[src/rtl/hamming_pkg.sv]
// Shared constants and FSM state type for the Hamming encode scheduler.
// Holds data/code widths, the statistics counter width and the state enum.
package hamming_pkg;

    localparam int DATA_W = 7;
    localparam int CODE_W = 11;
    localparam int CNT_W  = 16;

    typedef enum logic [1:0] {
        ST_IDLE   = 2'd0,
        ST_ENCODE = 2'd1,
        ST_HOLD   = 2'd2
    } state_t;

endpackage

[src/rtl/hamming_enc.sv]
// Purely combinational 7-to-11 Hamming encoder.
// Ports: i_word (7-bit data, x1 = bit 0), o_code (11-bit codeword, z1 = bit 0).
module hamming_enc
    import hamming_pkg::*;
(
    input  logic [DATA_W-1:0] i_word,
    output logic [CODE_W-1:0] o_code
);

    logic [DATA_W-1:0] w_x;

    assign w_x = i_word;

    // Data occupies the non-power-of-two positions; parity sits at 1,2,4,8.
    assign o_code = {
        w_x[6],
        w_x[5],
        w_x[4],
        w_x[4] ^ w_x[5] ^ w_x[6],
        w_x[3],
        w_x[2],
        w_x[1],
        w_x[3] ^ w_x[2] ^ w_x[1],
        w_x[0],
        w_x[6] ^ w_x[5] ^ w_x[3] ^ w_x[2] ^ w_x[0],
        w_x[6] ^ w_x[4] ^ w_x[3] ^ w_x[1] ^ w_x[0]
    };

endmodule

[src/rtl/hamming_sched.sv]
// Round-robin scheduler sharing one Hamming encoder among NUM_REQ requesters.
// Ports: clk, rst (async, active-high); req_valid/req_data/req_ready per
// requester; out_valid/out_ready/out_code/out_id codeword output; busy.
// Optional HAMMING_SCHED_STATS_EN adds grant_cnt (16-bit saturating
// per-requester grant counters).
module hamming_sched
    import hamming_pkg::*;
#(
    parameter int NUM_REQ = 4,
    parameter int ID_W    = 2
) (
    input  logic                      clk,
    input  logic                      rst,
    input  logic [NUM_REQ-1:0]        req_valid,
    input  logic [NUM_REQ*DATA_W-1:0] req_data,
    output logic [NUM_REQ-1:0]        req_ready,
    output logic                      out_valid,
    input  logic                      out_ready,
    output logic [CODE_W-1:0]         out_code,
    output logic [ID_W-1:0]           out_id,
`ifdef HAMMING_SCHED_STATS_EN
    output logic [NUM_REQ*CNT_W-1:0]  grant_cnt,
`endif
    output logic                      busy
);

    state_t            r_state;
    state_t            w_next;
    logic [ID_W-1:0]   r_last;
    logic [ID_W-1:0]   r_id;
    logic [ID_W-1:0]   r_out_id;
    logic [DATA_W-1:0] r_word;
    logic [CODE_W-1:0] r_code;
    logic [CODE_W-1:0] w_code;
    logic [ID_W-1:0]   w_gnt_id;
    logic              w_found;
    logic              w_grant;
    logic [DATA_W-1:0] w_words [NUM_REQ];

    always_comb begin
        for (int i = 0; i < NUM_REQ; i++) begin
            w_words[i] = req_data[i*DATA_W +: DATA_W];
        end
    end

    // Search from last_grant+1 upwards, wrapping past NUM_REQ-1 to 0.
    // The last candidate visited is last_grant itself.
    always_comb begin
        logic [ID_W:0]   v_sum;
        logic [ID_W-1:0] v_idx;
        w_found  = 1'b0;
        w_gnt_id = '0;
        v_sum    = '0;
        v_idx    = '0;
        for (int k = 1; k <= NUM_REQ; k++) begin
            v_sum = {1'b0, r_last} + (ID_W+1)'(k);
            if (v_sum >= (ID_W+1)'(NUM_REQ)) begin
                v_sum = v_sum - (ID_W+1)'(NUM_REQ);
            end
            v_idx = v_sum[ID_W-1:0];
            if (!w_found && req_valid[v_idx]) begin
                w_found  = 1'b1;
                w_gnt_id = v_idx;
            end
        end
    end

    hamming_enc u_enc (
        .i_word (r_word),
        .o_code (w_code)
    );

    always_ff @(posedge clk or posedge rst) begin
        if (rst) begin
            r_state <= ST_IDLE;
        end else begin
            r_state <= w_next;
        end
    end

    always_comb begin
        w_next    = r_state;
        req_ready = '0;
        out_valid = 1'b0;
        busy      = 1'b1;
        w_grant   = 1'b0;
        unique case (r_state)
            ST_IDLE: begin
                busy = 1'b0;
                if (w_found) begin
                    w_grant             = 1'b1;
                    req_ready[w_gnt_id] = 1'b1;
                    w_next              = ST_ENCODE;
                end
            end
            ST_ENCODE: begin
                w_next = ST_HOLD;
            end
            ST_HOLD: begin
                out_valid = 1'b1;
                if (out_ready) begin
                    w_next = ST_IDLE;
                end
            end
            default: begin
                w_next = ST_IDLE;
            end
        endcase
        // Strobe must vanish the instant reset rises, not at the next edge.
        if (rst) begin
            req_ready = '0;
            w_grant   = 1'b0;
        end
    end

    always_ff @(posedge clk or posedge rst) begin
        if (rst) begin
            r_last   <= ID_W'(NUM_REQ - 1);
            r_id     <= '0;
            r_word   <= '0;
            r_code   <= '0;
            r_out_id <= '0;
        end else begin
            if (w_grant) begin
                r_last <= w_gnt_id;
                r_id   <= w_gnt_id;
                r_word <= w_words[w_gnt_id];
            end
            if (r_state == ST_ENCODE) begin
                r_code   <= w_code;
                r_out_id <= r_id;
            end
        end
    end

    assign out_code = r_code;
    assign out_id   = r_out_id;

`ifdef HAMMING_SCHED_STATS_EN
    logic [CNT_W-1:0] r_cnt [NUM_REQ];

    always_ff @(posedge clk or posedge rst) begin
        if (rst) begin
            for (int i = 0; i < NUM_REQ; i++) begin
                r_cnt[i] <= '0;
            end
        end else begin
            for (int i = 0; i < NUM_REQ; i++) begin
                if (w_grant && w_gnt_id == ID_W'(i) && r_cnt[i] != '1) begin
                    r_cnt[i] <= r_cnt[i] + CNT_W'(1);
                end
            end
        end
    end

    always_comb begin
        grant_cnt = '0;
        for (int i = 0; i < NUM_REQ; i++) begin
            grant_cnt[i*CNT_W +: CNT_W] = r_cnt[i];
        end
    end
`endif

endmodule

[config.mk]
export PLATFORM = sky130hd
export DESIGN_NAME = hamming_sched
export DESIGN_NICKNAME = d
export VERILOG_FILES = /design/src/rtl/hamming_pkg.sv /design/src/rtl/hamming_enc.sv /design/src/rtl/hamming_sched.sv
export SDC_FILE = /design/constraint.sdc
export NUM_CORES = 1
export LEC_CHECK = 0
export ABC_AREA = 1
export BUFFER_PORTS_ARGS = -buffer_cell sky130_fd_sc_hd__buf_4
export CELL_PAD_IN_SITES_DETAIL_PLACEMENT = 0
export CELL_PAD_IN_SITES_GLOBAL_PLACEMENT = 2
export CORE_UTILIZATION = 30
export DETAILED_ROUTE_END_ITERATION = 10
export PLACE_DENSITY_LB_ADDON = 0.1
export REMOVE_ABC_BUFFERS = 1
export SYNTH_ARGS = -nofsm -noshare
export SYNTH_HDL_FRONTEND = slang
export SYNTH_HIERARCHICAL = 1
export SYNTH_SLANG_ARGS = --single-unit
[constraint.sdc]
create_clock -name clk -period 5.7 [get_ports clk]
set_input_delay 0.57 -clock clk [delete_from_list [all_inputs] [get_ports clk]]
set_output_delay 0.57 -clock clk [all_outputs]
set_load 0.005 [all_outputs]
==> results of run 1 <==
[logic make-up (layout without fill, tap and decap cells)]
kind of cell / Yosys count / after routing
flip-flops: 26 / 26
multiplexers: 11 / 11
buffers and inverters: 35 / 78
AND/OR/NAND/NOR: 161 / 161
XOR/XNOR: 6 / 6
AO/OA/AOI/OAI: 8 / 8
[per-layer routing]
layer	share of wire [%]	up-vias	track usage, %
met3	3.9	5	1.38
met2	45	39	22.1
met4	1.6	0	5.27
met1	50	723	18.5
met5	0	-	0
li1	-	868	-
[final cells by class]
| type | instances | area (um2) |
|---|---|---|
| multi-input combinational | 186 | 953 |
| tap | 72 | 90.1 |
| fill | 602 | 3410 |
| sequential | 26 | 653 |
| clock buffer | 4 | 55.1 |
| timing repair buffer | 53 | 398 |
| inverter | 21 | 81.3 |
[cells in the mapped netlist]
master / n
o21ai_0: 7
buf_4: 8
nor4_1: 1
nand2_2: 6
nor2_2: 1
nor3_1: 1
clkbuf_1: 1
nand4_1: 14
dfstp_2: 2
inv_4: 1
inv_1: 16
nand3_4: 2
inv_2: 4
nor2_4: 2
xor2_1: 3
nor2_1: 6
mux2_2: 11
dfrtp_1: 24
nand3_1: 10
buf_6: 2
a31oi_1: 1
nand3_2: 2
xnor2_1: 3
buf_2: 3
nand2_1: 115
nand2_4: 1
[power groups by stage]
stage / clock [uW] / sequential [uW] / combinational (uW)
6_report: 118 / 354 / 978
5_1_grt: 132 / 368 / 1130
4_1_cts: 124 / 355 / 1000
3_5_place_dp: 0 / 359 / 995
3_3_place_gp: 0 / 357 / 1010
2_1_floorplan: 0 / 345 / 716
[flip-flops by register name, indices dropped and copies added, names as in the netlist]
name and cells:
out_id 2, r_word 7, r_last 2, r_id 2
out_code 11, r_state 2
[per-stage QoR]
stage / worst slack (ns) / power (uW) / util [%]
2_1_floorplan: 3.23 / 1060 / -
3_3_place_gp: 2.79 / 1360 / 38.6
3_5_place_dp: 2.75 / 1350 / 38.6
4_1_cts: 2.44 / 1480 / 39.5
5_1_grt: 2.16 / 1630 / 39.5
6_report: 2.48 / 1450 / 39.5
[final timing paths]
kind,start,endpoint,cells after the start
max reg2reg,r_last[0],r_word[0],14
min,out_id[0],out_id[0],2
max in group asynchronous,rst,out_code[0],2
min reg2reg,out_id[0],out_id[0],2
max,r_last[0],req_ready[0],11
min in group asynchronous,rst,r_state[0],2
[worst max-delay path: stages (launching register included)]
cell and delay [ns]:
dfstp_2 0.67, nand2_1 0.12, nand2_2 0.10, nand2_1 0.05, nand2_1 0.12, nor2_4 0.07
nand3_4 0.16, nand2_1 0.12, nor2_2 0.40, inv_2 0.15, nor3_1 0.27, buf_4 0.16
==> impl_metrics.ini, run 1 <==
[final_layout]
final_nets = 326
areaGrowthSynthToFinish_pct = 24.7
instances_no_fill = 362
final_common_cell = nand2_1
antenna_cells = 0
final_cell_mix = 115 x nand2_1, 53 x buf_4, 24 x dfrtp_1, 16 x inv_1, 14 x nand4_1
fin_area_um2 = 2230
drive_gt1_share_pct = 30.7

[synthesis]
synth-compound-area-share_pct = 2.31
synthSimpleGateAreaFrac_pct = 41.1
ys_warn_count = 6
synthXorXnorAreaFrac_pct = 2.94
yosysUniqueCellTypes = 26
syn-instance-count = 247
synth_top_area_share_pct = 33.6
synth.yosys.seq_area_share_pct = 36.5
synth_area_leaders = dfrtp_1 34%, nand2_1 24%, mux2_2 6.9%, nand4_1 4.9%, buf_4 3.4%
synth_top_family_by_area = simple AND/OR/NAND/NOR gates
synth_seq_cells = 26
syn-mean-instance-area_um2 = 7.24
netlist.top_cell.by_area = dfrtp_1
yosys.area_share.adder_pct = 0
muxShareOfSynthArea_pct = 6.92
syn-cell-area_um2 = 1790

[clocking]
cts_tree = yes
cts_hold_buf = 0
cts.path.max_buffers = 2
root_buffer = clkbuf_8
clk_latency_ns = 0.27
ctsResizeCount = 0
clk_pin_slew_ns = 0.08
clock_sinks = 26
post-cts-setup-buffers = 0
h-tree-depth = 1
cts_buffers = 3

[sta]
max_slew_margin_pct = 37.1
slew_viol_final = 0
worstMarginPinSlew_ns = 0.943
timing.setup.tns_ns = 0
hold_violations = 0
rsz0062_at_grt = no
fin_crit_sh_pct = 56.6
finClkSkew_ns = 0.00320
holdWs_ns = 0.505
max_freq_ghz = 0.310
setup_viol = 0
fin_crit_ns = 3.22

[status]
outcome = finished clean

[die]
row_count = 27
die_x_um = 79.2
ios = 54
die_area_um2 = 6280
core_area_um2 = 5640
die_h_um = 79.2
initial_core_util_pct = 31.7

[critical_path]
r2r_setup_slack_ns = 3.46
cp_max_fo = 16
start_kind = register
required_ns = 5.13
worstSetupPathType = reg -> out
cp.arrival_ns = 2.65
end_kind = output port

[place]
dp_hpwl_um = 3150
dp_cells = 358
dpl-instance-area_um2 = 2180
place_congestion = 0.758
port_buffers = 53

[global_routing]
grt_max_degree = 27
grt_overflow = 0
grt_usage_pct = 13.6
antenna_found_initial = 0
grt_pass1_wl_um = 6820
grt_pass1_vias = 1543

[min_path]
hold_class = reg -> reg

[power]
p_sw_uw = 725
vdd_drop_max_uv = 177
p_leak_uw = 0.00124
pwr-share-seq_pct = 24.4
power_frac_comb_pct = 67.5
p_per_area_nw_per_um2 = 650
p_clk_share_pct = 8.1
p_int_uw = 725
swShare_pct = 50.0

[detailed_routing]
dr.pass1.iters = 4
vias_per_cell = 4.52
ant_nets = 0
vias = 1635
drc = 0
routedWlPerCell_um = 11.1
wl_um = 4030
drtIter0Drc = 44

[job]
max-cap-violations = 0
(Power assumes the default switching activity.)
==> run 2: changes to the inputs <==
--- a/config.mk
+++ b/config.mk
@@ -5,11 +5,11 @@
 export SDC_FILE = /design/constraint.sdc
 export NUM_CORES = 1
 export LEC_CHECK = 0
-export ABC_AREA = 1
+export ABC_AREA = 0
 export BUFFER_PORTS_ARGS = -buffer_cell sky130_fd_sc_hd__buf_4
 export CELL_PAD_IN_SITES_DETAIL_PLACEMENT = 0
 export CELL_PAD_IN_SITES_GLOBAL_PLACEMENT = 2
-export CORE_UTILIZATION = 30
+export CORE_UTILIZATION = 31
 export DETAILED_ROUTE_END_ITERATION = 10
 export PLACE_DENSITY_LB_ADDON = 0.1
 export REMOVE_ABC_BUFFERS = 1
==> constraint.sdc (replaced) <==
create_clock -name clk -period 3 [get_ports clk]
set_input_delay 0.3 -clock clk [delete_from_list [all_inputs] [get_ports clk]]
set_output_delay 0.3 -clock clk [all_outputs]
set_load 0.005 [all_outputs]
==> impl_metrics.ini, run 2 <==
[clocking]
clk_pin_slew_ns = 0.09
cts.path.max_buffers = 2
cts_tree = yes
clock_sinks = 26
ctsResizeCount = 0
root_buffer = clkbuf_8
post-cts-setup-buffers = 0
cts_buffers = 3
clk_latency_ns = 0.26
cts_hold_buf = 0
h-tree-depth = 1

[sta]
setup_viol = 0
max_slew_margin_pct = 34.2
fin_crit_sh_pct = 83.4
holdWs_ns = 0.144
max_freq_ghz = 0.400
hold_violations = 0
rsz0062_at_grt = no
finClkSkew_ns = 0.000795
fin_crit_ns = 2.50
slew_viol_final = 0
timing.setup.tns_ns = 0
worstMarginPinSlew_ns = 0.981

[final_layout]
final_util_pct = 41.9
drive_gt1_share_pct = 50.8
antenna_cells = 0
final_common_cell = buf_4
final_cell_mix = 55 x buf_4, 24 x dfrtp_1, 19 x mux2_2, 13 x nand2_1, 12 x nand3_1
largest_reg_flops = 11
fill_cells = 488
final_nets = 225
areaGrowthSynthToFinish_pct = 26.3

[place]
dp_hpwl_um = 2680
place_congestion = 0.699
port_buffers = 53

[synthesis]
ys_warn_count = 6
yosys_most_used_dff = dfrtp_1
synth_edf_count = 0
syn-instance-count = 144
synth_top_area_share_pct = 37.3
synth_area_leaders = dfrtp_1 37%, mux2_2 13%, mux2i_1 5.0%, o211ai_2 4.7%, nand3_1 3.7%
synth_seq_cells = 26
syn-cell-area_um2 = 1610
async_flop_share_pct = 100
synth_most_common_cell = dfrtp_1
synth.yosys.seq_area_share_pct = 40.6
synth_commonest_cells = 24 x dfrtp_1, 19 x mux2_2, 13 x nand2_1, 12 x nand3_1
netlist.top_cell.by_area = dfrtp_1
syn-mean-instance-area_um2 = 11.2
yosysUniqueCellTypes = 36

[critical_path]
crit_slowest_cell = nor3_2
start_kind = register
end_kind = output port
path_buf_inv = 1
cp_slowest_stage_delay_ns = 0.75
cp_cell_sequence = or2_4, nor3_2, nand2_1, nor2_1, buf_4
cp.arrival_ns = 2.20
path_delay_family = simple AND/OR/NAND/NOR gates
required_ns = 2.70
cp_max_fo = 17
worstSetupPathType = reg -> out

[die]
core_area_um2 = 4850
initial_core_util_pct = 33.2
die_area_um2 = 5490
row_count = 25
die_h_um = 74.1
ios = 54
die_x_um = 74.1

[min_path]
hold_class = in -> async

[global_routing]
grt_max_degree = 27
grt_overflow = 0
grt_pass1_vias = 1192
grt_pass1_wl_um = 5710
grt_usage_pct = 13.7
antenna_found_initial = 0

[detailed_routing]
routedWlPerCell_um = 13.2
drtIter0Drc = 62
ant_nets = 0
drc = 0
dr.pass1.iters = 4
vias = 1181
wl_um = 3380
vias_per_cell = 4.61

[status]
outcome = finished clean

[job]
max-cap-violations = 0

[power]
vdd_drop_max_uv = 312
p_leak_uw = 0.000967
p_per_area_nw_per_um2 = 951
[run 2: cell types whose count changed after synthesis, sizes merged, moves of 4 or more]
cell,delta
nand2,-108
inv,-15
nand4,-14
mux2,+8
mux2i,+8
o211ai,+6
o21ai,-4
[run 2: worst min-delay path, delay by kind of cell]
| family | cells | cell delay [ns] |
|---|---|---|
| buffers and inverters | 3 | 0.51 |
[run 2: logic make-up (layout without fill, tap and decap cells)]
kind of cell	Yosys count	after routing	share of synthesized area, %
AND/OR/NAND/NOR	44	44	13.9
AO/OA/AOI/OAI	19	19	11.3
XOR/XNOR	8	8	6.60
flip-flops	26	26	40.6
multiplexers	27	27	18.3
buffers and inverters	20	65	9.40
[run 2: per-layer routing]
metal  vias up  track usage (%)  part of all wire [%]
met5         -                0                     0
met4         0             5.13                   1.0
met3         2             1.49                   3.8
met2        32             20.4                    47
met1       564             20.2                    49
li1        583                -                     -
[run 2: area by class of cell]
| type | count | area [um2] | area share [%] |
|---|---|---|---|
| Tap cell | 67 | 83.8 | 4.12 |
| Multi-Input combinational cell | 98 | 806 | 39.6 |
| Inverter | 6 | 22.5 | 1.11 |
| Timing Repair Buffer | 55 | 413 | 20.3 |
| Sequential cell | 26 | 653 | 32.1 |
| Clock buffer | 4 | 55.1 | 2.71 |
[run 2: path summary, 6_finish.rpt]
path,from,endpoint,slack (ns),cells past startpoint
worst max-delay path,r_state[0],req_ready[0],0.50,5
min in group clk,out_ready,r_state[1],0.22,2
worst max register to register,r_state[0],r_word[0],0.83,5
max in group asynchronous,rst,r_last[1],2.56,3
worst min-delay path,rst,r_state[0],0.14,3
worst min register to register,r_id[1],r_id[1],0.49,2
[run 2: stage by stage]
step | instances | setup WS (ns) | area (um2) | power, uW
after floorplan | 130 | 1.00 | 1480 | 1380
after global placement | 252 | 0.781 | 1980 | 1720
after detailed placement | 252 | 0.782 | 1980 | 1740
after CTS | 256 | 0.469 | 2030 | 1970
after global routing | 256 | 0.285 | 2030 | 2110
final | 256 | 0.498 | 2030 | 1930
[run 2: power breakdown]
part	total (uW)	switching, uW	internal, uW
Combinational	1030	417	610
Sequential	685	149	536
Clock	222	105	117
